==> src/rtl/rv32i_dbus_bridge.sv <==
// RV32I core data port to Avalon-MM pipelined bus bridge: one outstanding
// access, held through waitrequest, read data gathered via readdatavalid, timeout abort.
module rv32i_dbus_bridge #(
  parameter int TIMEOUT_CYCLES = 64
) (
  input  logic        clk,
  input  logic        reset,
  input  logic [31:0] c_address,
  input  logic        c_read,
  input  logic        c_write,
  input  logic [31:0] c_writedata,
  input  logic [3:0]  c_byteenable,
  output logic [31:0] c_readdata,
  output logic        c_ack,
  output logic        c_err,
  output logic        c_stall,
  output logic [31:0] m_address,
  output logic        m_read,
  output logic        m_write,
  output logic [31:0] m_writedata,
  output logic [3:0]  m_byteenable,
  input  logic [31:0] m_readdata,
  input  logic        m_readdatavalid,
  input  logic        m_waitrequest
);

  localparam logic [1:0] ST_IDLE  = 2'd0;
  localparam logic [1:0] ST_CMD   = 2'd1;
  localparam logic [1:0] ST_RDATA = 2'd2;
  localparam logic [1:0] ST_ACK   = 2'd3;

  localparam int CW = (TIMEOUT_CYCLES > 0) ? $clog2(TIMEOUT_CYCLES + 1) : 1;
  localparam logic          TO_EN    = (TIMEOUT_CYCLES > 0);
  localparam logic [CW-1:0] TO_LIMIT = CW'(TIMEOUT_CYCLES - 1);
  localparam logic [CW-1:0] TO_SAT   = CW'(TIMEOUT_CYCLES);

  logic [1:0]    state_r;
  logic [1:0]    next_state_s;
  logic          req_s;
  logic          load_s;
  logic          ack_err_s;
  logic          cmd_write_s;
  logic          in_bus_s;
  logic          expire_s;
  logic          is_write_r;
  logic [CW-1:0] count_r;
  logic [31:0]   m_address_r;
  logic [31:0]   m_writedata_r;
  logic [3:0]    m_byteenable_r;
  logic          m_read_r;
  logic          m_write_r;
  logic          c_ack_r;
  logic          c_err_r;
  logic [31:0]   c_readdata_r;

  assign req_s       = c_read | c_write;
  assign in_bus_s    = (state_r == ST_CMD) | (state_r == ST_RDATA);
  assign expire_s    = TO_EN & in_bus_s & (count_r == TO_LIMIT);
  assign cmd_write_s = load_s ? c_write : is_write_r;

  // Next-state selection; bus completion is checked before expiry so it wins a tie
  always_comb begin
    next_state_s = state_r;
    load_s       = 1'b0;
    ack_err_s    = 1'b0;
    case (state_r)
      ST_IDLE: begin
        if (req_s) begin
          load_s = 1'b1;
          if (c_read & c_write) begin
            next_state_s = ST_ACK;
            ack_err_s    = 1'b1;
          end else if (c_write & (c_byteenable == 4'b0000)) begin
            next_state_s = ST_ACK;
          end else begin
            next_state_s = ST_CMD;
          end
        end else begin
          next_state_s = ST_IDLE;
        end
      end
      ST_CMD: begin
        if (!m_waitrequest) begin
          next_state_s = is_write_r ? ST_ACK : ST_RDATA;
        end else if (expire_s) begin
          next_state_s = ST_ACK;
          ack_err_s    = 1'b1;
        end else begin
          next_state_s = ST_CMD;
        end
      end
      ST_RDATA: begin
        if (m_readdatavalid) begin
          next_state_s = ST_ACK;
        end else if (expire_s) begin
          next_state_s = ST_ACK;
          ack_err_s    = 1'b1;
        end else begin
          next_state_s = ST_RDATA;
        end
      end
      ST_ACK:  next_state_s = ST_IDLE;
      default: next_state_s = ST_IDLE;
    endcase
  end

  // State, captured request fields and registered outputs
  always_ff @(posedge clk or posedge reset) begin
    if (reset) begin
      state_r        <= ST_IDLE;
      is_write_r     <= 1'b0;
      m_address_r    <= 32'h0000_0000;
      m_writedata_r  <= 32'h0000_0000;
      m_byteenable_r <= 4'b0000;
      m_read_r       <= 1'b0;
      m_write_r      <= 1'b0;
      c_ack_r        <= 1'b0;
      c_err_r        <= 1'b0;
      c_readdata_r   <= 32'h0000_0000;
    end else begin
      state_r <= next_state_s;
      if (load_s) begin
        is_write_r     <= c_write;
        m_address_r    <= c_address;
        m_writedata_r  <= c_writedata;
        m_byteenable_r <= c_byteenable;
      end
      m_read_r     <= (next_state_s == ST_CMD) & ~cmd_write_s;
      m_write_r    <= (next_state_s == ST_CMD) & cmd_write_s;
      c_ack_r      <= (next_state_s == ST_ACK);
      c_err_r      <= ack_err_s;
      // Only a genuine RDATA-state beat reaches the core; anything else reads as zero
      c_readdata_r <= ((state_r == ST_RDATA) & m_readdatavalid) ? m_readdata : 32'h0000_0000;
    end
  end

  // Timeout counter: runs while a bus phase is outstanding, saturating at the limit
  always_ff @(posedge clk or posedge reset) begin
    if (reset) begin
      count_r <= '0;
    end else if (in_bus_s) begin
      count_r <= (count_r == TO_SAT) ? count_r : count_r + CW'(1'b1);
    end else begin
      count_r <= '0;
    end
  end

  assign c_stall = ~reset & (in_bus_s | ((state_r == ST_IDLE) & req_s));

  assign m_address    = m_address_r;
  assign m_writedata  = m_writedata_r;
  assign m_byteenable = m_byteenable_r;
  assign m_read       = m_read_r;
  assign m_write      = m_write_r;
  assign c_ack        = c_ack_r;
  assign c_err        = c_err_r;
  assign c_readdata   = c_readdata_r;

endmodule

==> config.mk <==
export PLATFORM = sky130hd
export DESIGN_NAME = rv32i_dbus_bridge
export DESIGN_NICKNAME = d
export VERILOG_FILES = /design/src/rtl/rv32i_dbus_bridge.sv
export SDC_FILE = /design/constraint.sdc
export NUM_CORES = 1
export LEC_CHECK = 0
export BUFFER_PORTS_ARGS = -buffer_cell sky130_fd_sc_hd__buf_2
export CORE_MARGIN = 2
export CORE_UTILIZATION = 46
export CTS_CLUSTER_SIZE = 8
export DETAILED_ROUTE_END_ITERATION = 16
export PLACE_DENSITY = 0.87
export SKIP_CTS_REPAIR_TIMING = 1
export SLEW_MARGIN = 40
export SYNTH_ARGS = -nofsm -noshare
export SYNTH_HDL_FRONTEND = slang
export SYNTH_SLANG_ARGS = --single-unit
==> constraint.sdc <==
create_clock -name clk -period 5 [get_ports clk]
set_input_delay 1 -clock clk [delete_from_list [all_inputs] [get_ports clk]]
set_output_delay 1 -clock clk [all_outputs]
set_load 0.005 [all_outputs]
==> metrics <==
largest net degree at the start of global routing=69; Clock transition at path regs=50 ps; Clock Skew=4.62 ps; worst-path fanout max=7; worst vdd ir=0.497 mV; top cells by area, synth=dfrtp_1, mux2_2, and3_1; Routed WL per cell=15.2 µm; worst-margin pin slew=736 ps; Vias per Instance=4.93; Die W=101 µm; CTS tree=built; fin util=65.7%; clk buf depth=2; post-synthesis instance area=4350 µm²; row count=35; multiplexer share of the synthesized area=18.6%; die area=10,300 µm²; Critical Path Sink Type=output pin; # DRC=0; synth cell count leaders=dfrtp_1, mux2_2, and3_1; clk sinks=114; post-layout minimum cycle time=2750 ps; setup_tns=0 ps; largest family of logic cells by synthesized area=multiplexers; Initial Util=47.3%; antenna violations before repair=0; Synth Flop Type=dfrtp_1; Leak=3.30 nW; Routability Congestion=0.846; # IOs=211; Hold Crit Class=reg -> reg; Synth Area in Simple Gates=8.34%; worst setup path start=state_r[0]; syn nets=403; Final Hold Fails=0; GRT Total Usage=19.0%; RSZ-0062 raised after global routing=false; power density cells=609 nW/µm²; synth warn=0; ANT nets after route=0; first-pass GRT wire length=15.1 mm; layout cell share with drive strength beyond 1=60.6%; CP required=4000 ps; Buf/Inv on CP=3; number of max-cap violations=0; sequential element share of the synthesized area=65.5%; dominant cell type by area after synthesis=dfrtp_1; CP max stage delay=370 ps; Syn Area/Cell=15.0 µm²; delay-heaviest family, CP=buffers and inverters; iteration-0 DRC count of the detailed router=65; WL final=9.60 mm; Final Cycle Share=55.0%; Hold WS=496 ps; adder-cell share of the synthesized area=2.01%; Skew-Pair Late Insertion Delay=500 ps; CP dominant cell by count=inv_1; CTS HTree Levels=4; number of global-route vias before repair=3,198; most common cell in the netlist=dfrtp_1; Die Y-Extent=101 µm; CTS root buf=clkbuf_8; worst hold path startpoint=m_address[21]; FFs w/ async S/R, synth=100%; Core Region=9200 µm²; Post-Synthesis Cells=290; Final Max Tran Viols=0; ANT cells=0; CP Launch Type=register; Layout Nets=621; crit path kind=reg -> out; Synth cell types=33; cts bufs inserted=17; number of synthesized register bits=114; DP Cell Count=600; # setup viols final=0; top cell type's share of synthesized area=65.5%; worst relative slew slack=50.5%; Compound-Gate Fraction of Synth Area=2.04%; final non-filler cell total=631; Reg-to-Reg Start=state_r[0]; post-synthesis xor/xnor area fraction=1.01%; IO buf count=210; Max Clk Rate=363 MHz; CP max stage cell=dfrtp_1; Worst EP arrival=1750 ps; Post-synth EDFFs=0; Final HPWL DP=7.01 mm; fillers=713; synth-to-layout area growth=38.8%; Cell Chain, Critical Path=inv_1, ha_1, inv_1, a21oi_1, buf_2; via count=3,111; GRT Residual Overflow=0; status=completed; first-pass iteration count of the detailed router=4
report_power, final:
| part | switching (W) | internal (W) |
|---|---|---|
| combinational | 0.000504 | 0.000661 |
| clock | 0.000394 | 0.000690 |
| sequential | 0.000165 | 0.00127 |
flip-flops by register name (all words and copies together) (netlist names):
register      cells
c_ack             1
c_err             1
c_readdata       32
count_r           7
is_write_r        1
m_address        32
m_byteenable      4
m_read            1
m_write           1
m_writedata      32
state_r           2
logic make-up (layout without fill, tap and decap cells):
logic type	Yosys count	in the layout
and+or+nand+nor	62	62
DFF	114	114
adders and majority gates	7	7
AOI/OAI and AO/OA	12	12
muxes	69	69
buffers and inverters	21	251
xor gates and xnor gates	5	5
worst paths after layout:
| path | end | slack (ps) | cells past startpoint |
|---|---|---|---|
| setup reg to reg | m_write | 3040 | 6 |
| hold reg to reg | m_address[21] | 500 | 1 |
| hold / removal | m_address[21] | 500 | 1 |
| max in group asynchronous | m_byteenable[1] | 3410 | 3 |
| min in group asynchronous | c_readdata[14] | 590 | 2 |
| setup / recovery | c_stall | 2250 | 5 |
metal layers:
layer  global-route usage [%]  vias up  wire length [µm]
li1                         -     1445                 -
met1                     21.4     1521              3520
met2                     34.0      131              5240
met3                     5.04       14               675
met4                     8.00        0               161
met5                        0        -                 0
layout make-up:
cell class              instances  area, µm²  share of cell area (%)
clock buffers                  21        459                    7.60
inverters                       8       35.0                   0.580
repair buffers                212       1070                    17.7
flip-flops and latches        114       2850                    47.2
clock inverters                10       85.1                    1.41
well taps                     111        139                    2.30
multi-input cells             155       1400                    23.2
worst register-to-register path: stages (launching register included):
cell and delay [ps]:
dfrtp_1 400, inv_1 120, ha_2 500, inv_1 170, nor3_1 220, o21ai_0 190
nor3b_1 260
cell usage in the layout, fill, tap and decap left out, types with 2 or more instances in the layout:
master	count
o21a_1	2
mux2_2	59
nand2_1	4
clkbuf_8	4
nand3_1	5
nor2b_1	2
xor2_1	4
inv_1	7
a21oi_1	2
clkinv_4	2
clkbuf_16	16
buf_2	210
ha_1	6
nor3_1	2
mux2_4	9
dfrtp_1	114
and3_1	33
o21ai_0	3
nor2_1	9
clkinv_2	6
stage by stage:
step           cell area [µm²]  worst slack (ps)  total power (W)
6_report                  6040              2250          0.00368
3_3_place_gp              5490              2470          0.00256
3_5_place_dp              5490              2420          0.00262
2_1_floorplan             4350               984          0.00214
5_1_grt                   6040              2130          0.00392
4_1_cts                   6030              2220          0.00372
No activity file was read; power rests on OpenSTA's default activity.
